`config.mk`:
```
export PLATFORM = sky130hd
export DESIGN_NAME = fetch_unit
export DESIGN_NICKNAME = d
export VERILOG_FILES = /design/src/rtl/mips_pkg.sv /design/src/rtl/next_pc_calc.sv /design/src/rtl/fetch_unit.sv
export SDC_FILE = /design/constraint.sdc
export NUM_CORES = 1
export LEC_CHECK = 0
export ABC_AREA = 1
export CAP_MARGIN = 40
export CORE_UTILIZATION = 47
export CTS_CLUSTER_DIAMETER = 120
export DETAILED_ROUTE_END_ITERATION = 7
export PLACE_DENSITY = 0.8
export SYNTH_ARGS = -nofsm -noshare
export SYNTH_HDL_FRONTEND = slang
export SYNTH_SLANG_ARGS = --single-unit
```
`constraint.sdc`:
```
create_clock -name clk -period 2 [get_ports clk]
set_input_delay 0.2 -clock clk [delete_from_list [all_inputs] [get_ports clk]]
set_output_delay 0.2 -clock clk [all_outputs]
set_load 0.01 [all_outputs]
```
`src/rtl/mips_pkg.sv`:
```
// Shared definitions for the MIPS front end: instruction field positions,
// the default reset PC and the fetch FSM state type.
package mips_pkg;

  localparam logic [31:0] RESET_PC_DEFAULT = 32'h0000_0000;

  localparam int OPCODE_MSB = 31;
  localparam int OPCODE_LSB = 26;
  localparam int FUNC_MSB   = 5;
  localparam int FUNC_LSB   = 0;

  typedef enum logic [1:0] {
    S_IDLE,
    S_REQ,
    S_WAIT,
    S_FULL
  } fetch_state_e;

endpackage

```
`src/rtl/next_pc_calc.sv`:
```
// Resolves control-flow redirects from execute into a single target address.
// Priority is JR over J over taken branch; ADDR_W must be at least 29.
module next_pc_calc
  import mips_pkg::*;
#(
  parameter int ADDR_W = 32
) (
  input  logic              ex_jump,
  input  logic              ex_jump_register,
  input  logic              ex_branch,
  input  logic              ex_branch_taken,
  input  logic [ADDR_W-1:0] ex_pc_plus4,
  input  logic [25:0]       ex_instr_index,
  input  logic [15:0]       ex_imm,
  input  logic [31:0]       ex_rs_value,
  output logic              redirect,
  output logic [ADDR_W-1:0] target,
  output logic              misalign
);

  logic [ADDR_W-1:0] jr_target;
  logic [ADDR_W-1:0] j_target;
  logic [ADDR_W-1:0] br_target;

  assign jr_target = ADDR_W'({ex_rs_value[31:2], 2'b00});
  assign j_target  = {ex_pc_plus4[ADDR_W-1:28], ex_instr_index, 2'b00};
  // Branch offset is sign-extended; the add wraps at the address width.
  assign br_target = ex_pc_plus4 + ADDR_W'($signed({ex_imm, 2'b00}));

  assign redirect = ex_jump_register | ex_jump | (ex_branch & ex_branch_taken);
  assign misalign = ex_jump_register & (ex_rs_value[1:0] != 2'b00);

  always_comb begin
    // NOTE: default assignment first so no path leaves target unassigned (no latch).
    target = br_target;
    if (ex_jump)          target = j_target;
    if (ex_jump_register) target = jr_target;
  end

endmodule

```
`src/rtl/fetch_unit.sv`:
```
// Instruction fetch stage: owns the PC, issues one outstanding request to a
// variable-latency instruction memory and holds the fetched word for decode.
module fetch_unit
  import mips_pkg::*;
#(
  parameter int                ADDR_W   = 32,
  parameter logic [ADDR_W-1:0] RESET_PC = ADDR_W'(RESET_PC_DEFAULT)
) (
  input  logic              clk,
  input  logic              reset,
  output logic              imem_req,
  output logic [ADDR_W-1:0] imem_addr,
  input  logic [31:0]       imem_rdata,
  input  logic              imem_valid,
  output logic              out_valid,
  input  logic              out_ready,
  output logic [31:0]       out_instr,
  output logic [5:0]        out_opcode,
  output logic [5:0]        out_func,
  output logic [ADDR_W-1:0] out_pc,
  output logic [ADDR_W-1:0] out_pc_plus4,
  input  logic              ex_jump,
  input  logic              ex_jump_register,
  input  logic              ex_branch,
  input  logic              ex_branch_taken,
  input  logic [ADDR_W-1:0] ex_pc_plus4,
  input  logic [25:0]       ex_instr_index,
  input  logic [15:0]       ex_imm,
  input  logic [31:0]       ex_rs_value,
  output logic              misalign_err
);

  fetch_state_e      state_q;
  logic [ADDR_W-1:0] pc_q;
  logic [ADDR_W-1:0] pc_inc;
  logic              kill_q;
  logic              out_valid_q;
  logic [31:0]       out_instr_q;
  logic [ADDR_W-1:0] out_pc_q;
  logic [ADDR_W-1:0] out_pc_plus4_q;
  logic              misalign_q;

  logic              redirect;
  logic [ADDR_W-1:0] target;
  logic              misalign;

  next_pc_calc #(.ADDR_W(ADDR_W)) u_next_pc_calc (
    .ex_jump          (ex_jump),
    .ex_jump_register (ex_jump_register),
    .ex_branch        (ex_branch),
    .ex_branch_taken  (ex_branch_taken),
    .ex_pc_plus4      (ex_pc_plus4),
    .ex_instr_index   (ex_instr_index),
    .ex_imm           (ex_imm),
    .ex_rs_value      (ex_rs_value),
    .redirect         (redirect),
    .target           (target),
    .misalign         (misalign)
  );

  assign pc_inc = pc_q + ADDR_W'(4);

  // A redirect in the request cycle suppresses the strobe so no wrong-path fetch leaves.
  assign imem_req     = (state_q == S_REQ) & ~redirect;
  assign imem_addr    = pc_q;
  assign out_valid    = out_valid_q;
  assign out_instr    = out_instr_q;
  assign out_opcode   = out_instr_q[OPCODE_MSB:OPCODE_LSB];
  assign out_func     = out_instr_q[FUNC_MSB:FUNC_LSB];
  assign out_pc       = out_pc_q;
  assign out_pc_plus4 = out_pc_plus4_q;
  assign misalign_err = misalign_q;

  // NOTE: state uses non-blocking assignments and a synchronous reset sampled on clk.
  always_ff @(posedge clk) begin
    if (reset) begin
      state_q        <= S_IDLE;
      pc_q           <= RESET_PC;
      kill_q         <= 1'b0;
      out_valid_q    <= 1'b0;
      out_instr_q    <= '0;
      out_pc_q       <= '0;
      out_pc_plus4_q <= '0;
      misalign_q     <= 1'b0;
    end else begin
      misalign_q <= misalign;
      unique case (state_q)
        S_IDLE: state_q <= S_REQ;
        S_REQ: begin
          if (redirect) pc_q    <= target;
          else          state_q <= S_WAIT;
        end
        S_WAIT: begin
          if (imem_valid) begin
            if (kill_q | redirect) begin
              // Wrong-path response: drop it and refetch from the current PC.
              kill_q  <= 1'b0;
              state_q <= S_REQ;
              if (redirect) pc_q <= target;
            end else begin
              out_instr_q    <= imem_rdata;
              out_pc_q       <= pc_q;
              out_pc_plus4_q <= pc_inc;
              pc_q           <= pc_inc;
              out_valid_q    <= 1'b1;
              state_q        <= S_FULL;
            end
          end else if (redirect) begin
            pc_q   <= target;
            kill_q <= 1'b1;
          end
        end
        S_FULL: begin
          if (redirect) begin
            pc_q        <= target;
            out_valid_q <= 1'b0;
            state_q     <= S_REQ;
          end else if (out_ready) begin
            out_valid_q <= 1'b0;
            state_q     <= S_REQ;
          end
        end
        default: state_q <= S_IDLE;
      endcase
    end
  end

endmodule

```
==> out/metrics.csv, run 1 <==
metric,value,unit
synth_top_area_share,29.68,%
end_kind,flip-flop,
num_rows,49,
cp-start-kind,input port,
cts_max_level,4,
status,finished with violations,
crit_fanout,4,
synth.avg_cell_area,6.085,sq um
drt_iter0_markers,1315,
die-area,19350,sq um
period_share,98.05,%
initial_core_util,48.53,%
die_h,139.1,um
synthDistinctLibCells,37,
hpwlAfterDp,27770,um
path_class,input port to flip-flop,
p_sw_share,38.20,%
vdd_drop_max,0.7620,mV
antennaDiodeCount,0,
fin_crit,1.961,ns
slew_headroom,61.97,%
num_vias,11650,
wire_per_inst,18.53,um
pwr-share-seq,27.0,%
finalHoldViolCount,0,
cts_root_buf,clkbuf_16,
synth_common_cells,"nand2_1, nor2_1, inv_1",
fin_area,14800,sq um
worst-path-stages,17,
layout.nets,2048,
tns,0,ns
yosys_register_bits,131,
firstDrtPassIters,8,
holdPathStages,3,
switchingPower,4755,uW
grt_overflow,0,
path_clk_slew,0.07,ns
grt_pass1_vias,10780,
cp.required,2.28,ns
power.internal,7692,uW
ys_async_sr_fraction,0,%
grt.total_usage,38.15,%
startpoint,ex_pc_plus4[22],
crit_chain,clkdlybuf4s50_1 > ha_4 > nand2_1 > inv_1 > nand2_1 > nor3_1 > buf_4 > and2_1 > nand2_1 > nand2_1 > nand2_1 > nand3_1 > nand2_1 > nand2_1 > nand2_1 > nand2_1 > a21oi_1,
whs,0.3591,ns
power_frac_comb,44.9,%
cts_hold_buf,0,
synth_area_leaders,"dfxtp_1, nand2_1, nor2_1, a21oi_1, o21ai_0",
core,18210,sq um
grt_max_degree,78,
pwr-share-clk,28.1,%
finalNonFillerCells,2108,
ant_nets,0,
timing_worst_slew_pin_value,0.5705,ns
hold_path_class,input port to flip-flop,
maxCapViolCount,0,
synth_nets,1634,
p_leak,0.006979,uW
max_freq,0.5099,GHz
grt_pass1_wl,57790,um
synth_most_common_cell,nand2_1,
place_inst,2067,
cts_tree,built,
yosysTopAreaCell,dfxtp_1,
syn_inst,1452,
yosys_warnings,0,
drc,16,
worstPathArrival,2.24,ns
r2r_cells,11,
place_area,13070,sq um
cp_top_family,simple AND/OR/NAND/NOR gates,
min_to,out_instr[29],
layout-drive-gt1-share,21.82,%
violations,DRC,
syn2layout_area_growth,67.45,%
rr_startpoint,imem_addr[18],
vias_per_cell,5.526,
port_buffers,288,
totalWireLength,39060,um
cp_common_cell,nand2_1,
cts_buffer_depth,2,
cts.sinks,131,
rsz0062_at_grt,yes,
cpMaxStageDelayCell,clkdlybuf4s50_1,
max_stage_delay,0.45,ns
clock_skew,0.009957,ns
reg2reg_to,imem_addr[28],
worst-r2r-setup-slack,0.10,ns
ys_seq_area_share,29.68,%
gp_congestion,1.028,
power_density,841.3,nW/um^2
fill_cells,1260,
synth_area,8836,sq um
setup-violations-final,0,
ys.flop_type,dfxtp_1,
numCtsBuffers,17,
hp-start,imem_rdata[29],
synth_edf_count,0,
die_w,139.1,um
io_pins,289,
slew_violations,0,
path_buf_inv,3,
antenna_found_initial,0,
insertion_delay,0.42,ns
## metrics by stage
stage | utilization (%) | worst slack [ns] | total power, uW
floorplan | - | 0.06846 | 5733
global placement | 71.80 | -0.7320 | 8252
detailed placement | 71.80 | -0.6927 | 8332
CTS | 77.08 | -0.004331 | 11990
global route | 81.25 | -0.08986 | 12950
finish | 81.25 | 0.03900 | 12450
## cells in the final DEF (no fill, tap or decap), types with 17 or more instances in the layout
| cell | instances |
|---|---|
| a21oi_1 | 118 |
| buf_4 | 179 |
| clkbuf_16 | 17 |
| clkdlybuf4s50_1 | 247 |
| dfxtp_1 | 122 |
| dlymetal6s2s_1 | 40 |
| ha_4 | 28 |
| inv_1 | 145 |
| nand2_1 | 309 |
| nand2_2 | 48 |
| nand3_1 | 44 |
| nor2_1 | 208 |
| nor2_2 | 21 |
| o21ai_0 | 118 |
| o21ai_1 | 23 |
| xor2_1 | 22 |
## repair_timing
action                                  in CTS  in global routing
hold endpoints to repair                     0                  0
endpoints found under the setup margin      22                 34
resized for setup                           65                177
pin swaps                                   20                 48
buffers inserted                             2                  7
## layout make-up
type | instances | area [sq um] | area share, %
clock buffers | 18 | 429.2 | 2.901
multi-input cells | 1075 | 6061 | 40.96
repair buffers | 483 | 4568 | 30.88
inverters | 158 | 593.1 | 4.008
flip-flops and latches | 131 | 2634 | 17.80
well taps | 229 | 286.5 | 1.937
clock inverters | 14 | 224.0 | 1.514
## power groups by stage
stage | Clock, uW | Sequential (uW) | Combinational (uW)
CTS | 3500 | 3310 | 5180
global route | 3620 | 3390 | 5940
floorplan | 0 | 3430 | 2300
detailed placement | 0 | 3360 | 4980
finish | 3500 | 3360 | 5590
global placement | 0 | 3350 | 4900
## sequential cells by signal (all words and copies together), names as in the netlist
| name | count |
|---|---|
| out_valid | 1 |
| out_instr | 32 |
| state_q | 2 |
| misalign_err | 1 |
| out_pc_plus4 | 30 |
| out_pc | 32 |
| imem_addr | 32 |
| kill_q | 1 |
## kinds of logic (layout without fill, tap and decap cells)
logic type      Yosys count  count (layout)  share of synthesized area (%)
xor+xnor                 35              35                          3.469
mux                       1               1                         0.1274
compound gates          305             305                          18.01
fa+ha+maj                36              36                          5.183
buf+inv                 246             673                          11.41
simple gates            698             698                          32.12
flops                   131             131                          29.68
## metal layers
metal / global-route usage (%) / share of wire, %
met4: 12.40 / 3.1
met3: 5.870 / 10
met1: 51.10 / 41
met5: 0 / 0
met2: 62.65 / 46
## worst max path at each step
stage	to	slack [ns]
final	imem_addr[29]	0.04
after global routing	imem_addr[31]	-0.09
after CTS	imem_addr[18]	-0.004
after detailed placement	imem_addr[31]	-0.69
after global placement	imem_addr[31]	-0.73
after floorplan	imem_addr[22]	0.07
## tightest hold or removal path, cell delays in order
cell and delay [ns]:
clkdlybuf4s50_1 0.40, nor2_1 0.10, nor2_1 0.05
(Power assumes the default switching activity.)
==> inputs of run 2 (changes only) <==
--- a/config.mk
+++ b/config.mk
@@ -7,10 +7,10 @@
 export LEC_CHECK = 0
 export ABC_AREA = 1
 export CAP_MARGIN = 40
-export CORE_UTILIZATION = 47
+export CORE_UTILIZATION = 30
 export CTS_CLUSTER_DIAMETER = 120
 export DETAILED_ROUTE_END_ITERATION = 7
-export PLACE_DENSITY = 0.8
+export PLACE_DENSITY = 0.54
 export SYNTH_ARGS = -nofsm -noshare
 export SYNTH_HDL_FRONTEND = slang
 export SYNTH_SLANG_ARGS = --single-unit
==> run 2 against run 1 <==
  * The flow now finishes without violations
  * Sequential share of layout area shrank 0.57 points
  * Design area grew 3.3%
  * Wire length is essentially flat
  * Sequential cell count is the same
  * Worst hold slack lost 0.0040 ns
  * First-iteration DRC count shrank 41%
  * Largest power group unchanged
  * Die area grew 56%
  * Largest cell class unchanged
==> out/metrics.csv, run 2 (synthesized netlist as in run 1, its figures left out) <==
metric,value,unit
fin_crit,1.892,ns
num_rows,62,
core,28860,sq um
period_share,94.60,%
min_to,out_instr[29],
cts_root_buf,clkbuf_16,
slew_violations,0,
hp-start,imem_rdata[29],
hpwlAfterDp,30640,um
status,completed,
cts_max_level,4,
numCtsBuffers,17,
cts_tree,built,
crit_fanout,4,
end_kind,flip-flop,
cts_buffer_depth,2,
syn2layout_area_growth,72.94,%
rsz0062_at_grt,yes,
firstDrtPassIters,6,
worstPathArrival,2.18,ns
totalWireLength,39040,um
fin_area,15280,sq um
num_vias,11020,
max_freq,0.5285,GHz
holdPathStages,3,
initial_core_util,30.62,%
layout.nets,2097,
dr_wl_met2,17200,um
p_leak,0.007133,uW
gp_congestion,0.9829,
top_layer,met4,
finalHoldViolCount,0,
ant_nets,0,
reg2reg_to,imem_addr[22],
die-area,30140,sq um
grt_max_degree,93,
final_common_cell,nand2_1,
port_buffers,288,
place_area,13660,sq um
whs,0.3551,ns
worst-r2r-setup-slack,0.12,ns
path_clk_slew,0.06,ns
setup-violations-final,0,
startpoint,ex_pc_plus4[22],
drt_iter0_markers,772,
met1_length,18210,um
path_class,input port to flip-flop,
cp-start-kind,input port,
timing_worst_slew_pin_value,0.5089,ns
vias_per_cell,4.763,
antenna_found_initial,1,
slew_headroom,66.07,%
grt_pass1_wl,59130,um
cp.required,2.29,ns
grt.total_usage,25.37,%
layout-drive-gt1-share,23.70,%
cts.sinks,131,
die_h,173.6,um
clock_skew,0.01795,ns
r2r_cells,11,
cts_hold_buf,0,
layout_common_cells,"nand2_1, clkdlybuf4s50_1, buf_4, nor2_1, inv_1",
io_pins,289,
power_density,787.9,nW/um^2
wl_met3,2612,um
grt_overflow,0,
rr_startpoint,imem_addr[11],
insertion_delay,0.44,ns
grt_pass1_vias,10570,
die_w,173.6,um
drc,0,
maxCapViolCount,0,
wire_per_inst,16.88,um
vdd_drop_max,0.5311,mV
hold_path_class,input port to flip-flop,
## run 2: cell count changes in the layout (fill, tap and decap cells not counted), moves of 5 or more
cell / delta
buf_4: +45
clkdlybuf4s50_1: +6
dlygate4sd2_1: +6
dlymetal6s2s_1: -11
inv_6: -5
nand3_1: -5
nor2_2: -6
o21ai_1: -5
## run 2: timing repair
action | 4_1_cts | 5_1_grt
hold endpoints to repair | 0 | 0
gates resized for setup | 71 | 165
setup endpoints to repair | 27 | 34
pin swaps | 19 | 56
buffers inserted | 7 | 4
## run 2: cell type report
cell class,count,area [sq um]
flip-flops and latches,131,2634
well taps,384,480.5
clock buffers,20,446.7
multi-input cells,1075,6073
diodes,1,2.502
fillers,2909,13580
repair buffers,532,4942
inverters,158,593.1
clock inverters,12,108.9
## run 2: per-layer routing
layer | global-route usage [%] | vias to the layer above
met4 | 8.553 | 0
met1 | 34.72 | 5033
met2 | 39.31 | 349
met5 | 0 | -
li1 | - | 5578
met3 | 5.504 | 56
## run 2: how the worst max path moves through the flow
stage / to / slack (ns) / depth (start not counted)
finish: imem_addr[25] / 0.11 / 16
global route: imem_addr[31] / -0.01 / 18
CTS: imem_addr[11] / 0.004 / 14
detailed placement: imem_addr[20] / -0.71 / 17
global placement: imem_addr[20] / -0.69 / 17
floorplan: imem_addr[22] / 0.07 / 12
## run 2: worst max-delay path: stages
cell	delay, ns
clkdlybuf4s50_1	0.47
ha_4	0.32
nand2_1	0.07
inv_1	0.08
nand2_1	0.08
buf_4	0.16
nor2_4	0.13
nand3_1	0.11
nand3_1	0.10
nand2_1	0.05
nand3_1	0.06
nand2_1	0.09
nand2_1	0.10
nand2_1	0.06
nand2_1	0.05
a21oi_1	0.05
## run 2: per-stage QoR
stage | instances | util (%) | power (uW) | setup slack [ns] | setup TNS [ns]
floorplan | 1452 | - | 5733 | 0.06846 | 0
global placement | 2269 | 47.33 | 8664 | -0.6926 | -17.30
detailed placement | 2269 | 47.33 | 8668 | -0.7146 | -19.20
CTS | 2308 | 50.44 | 11810 | 0.003749 | 0
global route | 2313 | 52.95 | 12720 | -0.01134 | -0.01677
finish | 2313 | 52.95 | 12040 | 0.1080 | 0
## run 2: power by group
group	internal, uW	switching [uW]
Clock	1740	1240
Sequential	2970	376
Combinational	2650	3060
